[src/rtl/pc_gen_if.sv]
// pc_gen_if: control inputs and PC/status outputs of the PC-generation stage
interface pc_gen_if #(
    parameter int CNT_W = 32
);
    logic             i_stall;
    logic             i_br_taken;
    logic             i_jalr;
    logic [31:0]      i_target;
    logic             i_halt;
    logic             i_resume;
    logic [31:0]      o_pc;
    logic [31:0]      o_pc_plus4;
    logic             o_halted;
    logic             o_misalign;
    logic [CNT_W-1:0] o_retired;

    modport master (
        output i_stall, i_br_taken, i_jalr, i_target, i_halt, i_resume,
        input  o_pc, o_pc_plus4, o_halted, o_misalign, o_retired
    );

    modport slave (
        input  i_stall, i_br_taken, i_jalr, i_target, i_halt, i_resume,
        output o_pc, o_pc_plus4, o_halted, o_misalign, o_retired
    );
endinterface

[src/rtl/pc_gen.sv]
// pc_gen: program counter with branch/JALR redirect, stall, debug halt/resume and retire counter
// Define PC_MISALIGN_TRAP_EN to trap on redirects whose target bit 1 is set; otherwise such
// targets are word-aligned and the redirect retires normally.
module pc_gen #(
    parameter logic [31:0] RESET_VECTOR = 32'h0000_0000,
    parameter int          CNT_W        = 32
) (
    input logic     i_clk,
    input logic     i_reset,
    pc_gen_if.slave bus
);
    typedef enum logic [1:0] {RUN, HALT, TRAP} state_t;

    state_t           state_q, state_d;
    logic [31:0]      pc_q, pc_d, pc_plus4, target;
    logic [CNT_W-1:0] cnt_q, cnt_d;
    logic             redirect, misalign;

    assign pc_plus4       = pc_q + 32'd4;
    assign redirect       = bus.i_jalr | bus.i_br_taken;
    assign target         = bus.i_jalr ? {bus.i_target[31:1], 1'b0} :
                            bus.i_br_taken ? bus.i_target : pc_plus4;
    assign misalign       = redirect & target[1];

    assign bus.o_pc       = pc_q;
    assign bus.o_pc_plus4 = pc_plus4;
    assign bus.o_retired  = cnt_q;
    assign bus.o_halted   = state_q != RUN;
`ifdef PC_MISALIGN_TRAP_EN
    assign bus.o_misalign = state_q == TRAP;
`else
    assign bus.o_misalign = 1'b0;
`endif

    // architectural state: PC, retire count and run/halt/trap mode
    always_ff @(posedge i_clk or negedge i_reset) begin
        if (!i_reset) begin
            state_q <= RUN;
            pc_q    <= RESET_VECTOR;
            cnt_q   <= '0;
        end else begin
            state_q <= state_d;
            pc_q    <= pc_d;
            cnt_q   <= cnt_d;
        end
    end

    // next mode, next PC and retire decision; halt outranks stall, stall outranks redirect
    always_comb begin
        state_d = state_q;
        pc_d    = pc_q;
        cnt_d   = cnt_q;
        case (state_q)
            RUN: begin
                if (bus.i_halt) begin
                    state_d = HALT;
                end else if (!bus.i_stall) begin
                    if (misalign) begin
`ifdef PC_MISALIGN_TRAP_EN
                        state_d = TRAP;
`else
                        pc_d  = {target[31:2], 2'b00};
                        cnt_d = cnt_q + CNT_W'(1);
`endif
                    end else begin
                        pc_d  = target;
                        cnt_d = cnt_q + CNT_W'(1);
                    end
                end
            end
            HALT: state_d = (bus.i_resume && !bus.i_halt) ? RUN : HALT;
            TRAP: begin
                if (bus.i_resume) begin
                    state_d = RUN;
                    pc_d    = pc_plus4;
                    cnt_d   = cnt_q + CNT_W'(1);
                end
            end
            default: state_d = RUN;
        endcase
    end
endmodule

[src/flat_wrapper.sv]
// flat-port wrapper written by rule: the top's interface ports become plain ports
module pc_gen_flat 
#(
    parameter logic [31:0] RESET_VECTOR = 32'h0000_0000,
    parameter int          CNT_W        = 32
)
  (i_clk, i_reset, bus_i_stall, bus_i_br_taken, bus_i_jalr, bus_i_target, bus_i_halt, bus_i_resume, bus_o_pc, bus_o_pc_plus4, bus_o_halted, bus_o_misalign, bus_o_retired);
  pc_gen_if #(.CNT_W(CNT_W)) bus_i ();
  input logic i_clk;
  input logic i_reset;
  input wire logic [$bits(bus_i.i_stall)-1:0] bus_i_stall;
  input wire logic [$bits(bus_i.i_br_taken)-1:0] bus_i_br_taken;
  input wire logic [$bits(bus_i.i_jalr)-1:0] bus_i_jalr;
  input wire logic [$bits(bus_i.i_target)-1:0] bus_i_target;
  input wire logic [$bits(bus_i.i_halt)-1:0] bus_i_halt;
  input wire logic [$bits(bus_i.i_resume)-1:0] bus_i_resume;
  output wire logic [$bits(bus_i.o_pc)-1:0] bus_o_pc;
  output wire logic [$bits(bus_i.o_pc_plus4)-1:0] bus_o_pc_plus4;
  output wire logic [$bits(bus_i.o_halted)-1:0] bus_o_halted;
  output wire logic [$bits(bus_i.o_misalign)-1:0] bus_o_misalign;
  output wire logic [$bits(bus_i.o_retired)-1:0] bus_o_retired;
  assign bus_i.i_stall = bus_i_stall;
  assign bus_i.i_br_taken = bus_i_br_taken;
  assign bus_i.i_jalr = bus_i_jalr;
  assign bus_i.i_target = bus_i_target;
  assign bus_i.i_halt = bus_i_halt;
  assign bus_i.i_resume = bus_i_resume;
  assign bus_o_pc = bus_i.o_pc;
  assign bus_o_pc_plus4 = bus_i.o_pc_plus4;
  assign bus_o_halted = bus_i.o_halted;
  assign bus_o_misalign = bus_i.o_misalign;
  assign bus_o_retired = bus_i.o_retired;
  pc_gen #(.RESET_VECTOR(RESET_VECTOR), .CNT_W(CNT_W)) u_core (.i_clk(i_clk), .i_reset(i_reset), .bus(bus_i));
endmodule
[config.mk]
export PLATFORM = sky130hd
export DESIGN_NAME = pc_gen_flat
export DESIGN_NICKNAME = d
export VERILOG_FILES = /design/src/rtl/pc_gen_if.sv /design/src/rtl/pc_gen.sv /design/src/flat_wrapper.sv
export SDC_FILE = /design/constraint.sdc
export NUM_CORES = 1
export LEC_CHECK = 0
export ABC_CLOCK_PERIOD_IN_PS = 2100
export CAP_MARGIN = 10
export CORE_MARGIN = 3
export CORE_UTILIZATION = 35
export DETAILED_ROUTE_END_ITERATION = 10
export MAX_ROUTING_LAYER = met4
export PLACE_DENSITY = 0.68
export SLEW_MARGIN = 40
export SYNTH_ARGS = -nofsm -noshare
export SYNTH_HDL_FRONTEND = slang
export SYNTH_SLANG_ARGS = --single-unit
[constraint.sdc]
create_clock -name i_clk -period 2.1 [get_ports i_clk]
set_input_delay 0.42 -clock i_clk [delete_from_list [all_inputs] [get_ports i_clk]]
set_output_delay 0.42 -clock i_clk [all_outputs]
set_load 0.02 [all_outputs]
==> flow_summary.json <==
{
  "outcome": "finished with violations",
  "violations": "setup timing",
  "syn_nets": 448,
  "grt_pass1_wl_um": 19760,
  "avgSynthCellArea_um2": 9.149,
  "synthFlopType": "dfrtp_1",
  "grt_max_degree": 65,
  "drv_slew": 0,
  "drive_gt1_frac": 0.3700,
  "layout_worst_path_cycle_share": 1.194,
  "final_util": 0.6545,
  "die_h_um": 109.1,
  "worstReg2RegStart": "u_core.bus.o_pc[6]$_DFFE_PN0P_",
  "synth_seq_cells": 65,
  "stdcell_area_mm2": 0.006756,
  "cp_data_arrival_time_ns": 2.09,
  "cts_max_level": 3,
  "synth_cell_types": 43,
  "nets": 682,
  "tritoncts": "yes",
  "multi_input_area_mm2": 0.002425,
  "min_path_type": "input port to async pin",
  "netlist_instances": 407,
  "clock_latency_ns": 0.35,
  "crit_type": "flop to primary output",
  "wire_per_inst_um": 16.92,
  "critPathRequiredTime_ns": 1.68,
  "slowest_delay_ns": 0.58,
  "ant_nets": 0,
  "regArea_mm2": 0.001645,
  "fillers": 773,
  "max_freq_mhz": 398.7,
  "cp_num_buf_inv": 1,
  "synth_area_leader_cell": "dfrtp_1",
  "start_util": 0.3607,
  "async_reset_ff_frac": 1.000,
  "clk_path_buf_depth": 2,
  "coreArea_mm2": 0.01032,
  "ios": 137,
  "drc_errors": 0,
  "place_area_mm2": 0.005923,
  "antenna_cells": 0,
  "numCtsBuffers": 9,
  "reg2reg_depth": 8,
  "grt_overflow_total": 0,
  "die_area_mm2": 0.01191,
  "drtIter0Drc": 193,
  "setup_ws_ns": -0.4080,
  "placementRows": 37,
  "period_minus_slack_ns": 2.508,
  "synth.most_common_cell": "dfrtp_1",
  "die_w_um": 109.1,
  "drt_first_pass_iters": 4,
  "crit_slowest_cell": "or4_4",
  "synth_warnings": 0,
  "synth-edff-count": 0,
  "vias_per_cell": 5.235,
  "hold_viol_final": 0,
  "routed_wl_um": 13230,
  "finalSetupViolCount": 25,
  "crit_cells": 6,
  "seq_area_frac_synth": 0.4368,
  "yosys-top-cells-area": "dfrtp_1, xnor2_1, nand2_1, nand3_1, xor2_1",
  "grt_usage": 0.2176,
  "gp_congestion": 0.8638,
  "clock_sinks": 65,
  "cts_root_buffer": "clkbuf_8",
  "area_growth_syn_to_layout_pct": 81.45,
  "crit_fanout": 2,
  "cp-start-kind": "flop",
  "crit_path_cell_trace": "nand4_1, or4_4, nor2_4, and3_4, xor2_4, buf_6",
  "vias": 4094,
  "power.total_uw": 5412,
  "grt_pass1_vias": 4003,
  "maxCapViolCount": 0,
  "clk_pin_slew_worst_paths_ns": 0.08,
  "cp_top_family": "simple AND/OR/NAND/NOR gates",
  "clock_skew_ns": 0.01635,
  "leakagePower_uw": 0.002960,
  "synth_top_area_share": 0.4368,
  "crit_start": "u_core.bus.o_pc[19]$_DFFE_PN0P_",
  "place_hpwl_um": 8999,
  "rsz0062_at_grt": "true",
  "synth.cells.most_frequent": "dfrtp_1, nand2_1, xnor2_1",
  "worst_setup_path_end_kind": "primary output",
  "syn_area_mm2": 0.003724,
  "hold_buffers": 0,
  "power_density_mw_per_mm2": 801.0,
  "port-buffer-count": 135,
  "antenna_found_initial": 0,
  "ir_drop_uv": 550.5
}
-- worst paths after layout --
check,endpoint,slack (ns)
worst max-delay path,bus_o_pc_plus4[30],-0.41
worst min-delay path,u_core.bus.o_pc[11]$_DFFE_PN0P_,0.009
worst max register to register,u_core.bus.o_pc[26]$_DFFE_PN0P_,-0.09
worst min register to register,u_core.bus.o_retired[31]$_DFFE_PN0P_,0.49
max in group asynchronous,u_core.bus.o_pc[0]$_DFFE_PN0P_,1.57
min in group i_clk,u_core.bus.o_retired[31]$_DFFE_PN0P_,0.49
-- routing by layer --
metal  part of all wire  up-vias  track usage
li1                   -     1919            -
met1               0.40     2017       0.2633
met2               0.52      130       0.3627
met3              0.058       28      0.03434
met4              0.025        0      0.08837
met5                  0        -            -
-- placed cells by master (no fill, tap or decap), types with 14 or more instances in the layout --
cell,synthesis,final
a2bb2oi_1,16,15
clkdlybuf4s50_1,0,106
dfrtp_1,65,50
nand4_1,15,15
dfrtp_2,0,15
nand2_1,48,43
a21oi_1,26,25
xnor2_1,40,27
buf_6,1,22
nand3_1,35,24
buf_4,3,112
nor2_1,21,14
xor2_1,19,16
-- flip-flops by register name, summed over array words and instances (netlist names) --
register	count
u_core.bus.o_pc	32
u_core.bus.o_retired	32
u_core.state_q	1
-- through the flow --
| stage | setup slack (ns) | setup TNS (ns) | std cells | hold WS [ns] |
|---|---|---|---|---|
| floorplan | -0.1444 | -0.5803 | 407 | 0.1244 |
| global placement | -0.4865 | -14.86 | 735 | 0.4743 |
| detailed placement | -0.5069 | -16.34 | 735 | 0.4793 |
| CTS | -0.3936 | -4.152 | 772 | 0.1616 |
| global route | -0.4644 | -7.072 | 782 | 0.03471 |
| finish | -0.4080 | -4.823 | 782 | 0.008743 |
-- cell families after synthesis --
kind of cell,Yosys count,synth area share
compound gates,80,0.1378
xor+xnor,59,0.1388
fa+ha+maj,2,0.006719
buf+inv,32,0.03763
flops,65,0.4368
mux,2,0.005377
other cells,1,0.001007
simple gates,166,0.2359
-- layout make-up --
class / instances / area share
multi-input cells: 310 / 0.3589
repair buffers: 247 / 0.3320
flip-flops and latches: 65 / 0.2435
well taps: 136 / 0.02519
clock buffers: 10 / 0.01889
clock inverters: 6 / 0.01704
inverters: 8 / 0.004444
-- what timing repair did --
action	CTS	global route
buffers inserted	22	16
endpoints found under the setup margin	34	38
hold endpoints to repair	0	0
pin swaps	23	36
gates resized for setup	169	54
-- power by group --
part	leakage (uW)	total, uW	internal (uW)	switching (uW)
clock	0.000117	1310	795	512
combinational	0.00206	2490	1190	1300
sequential	0.000780	1620	1440	171
Power figures use the tool's default switching activity.
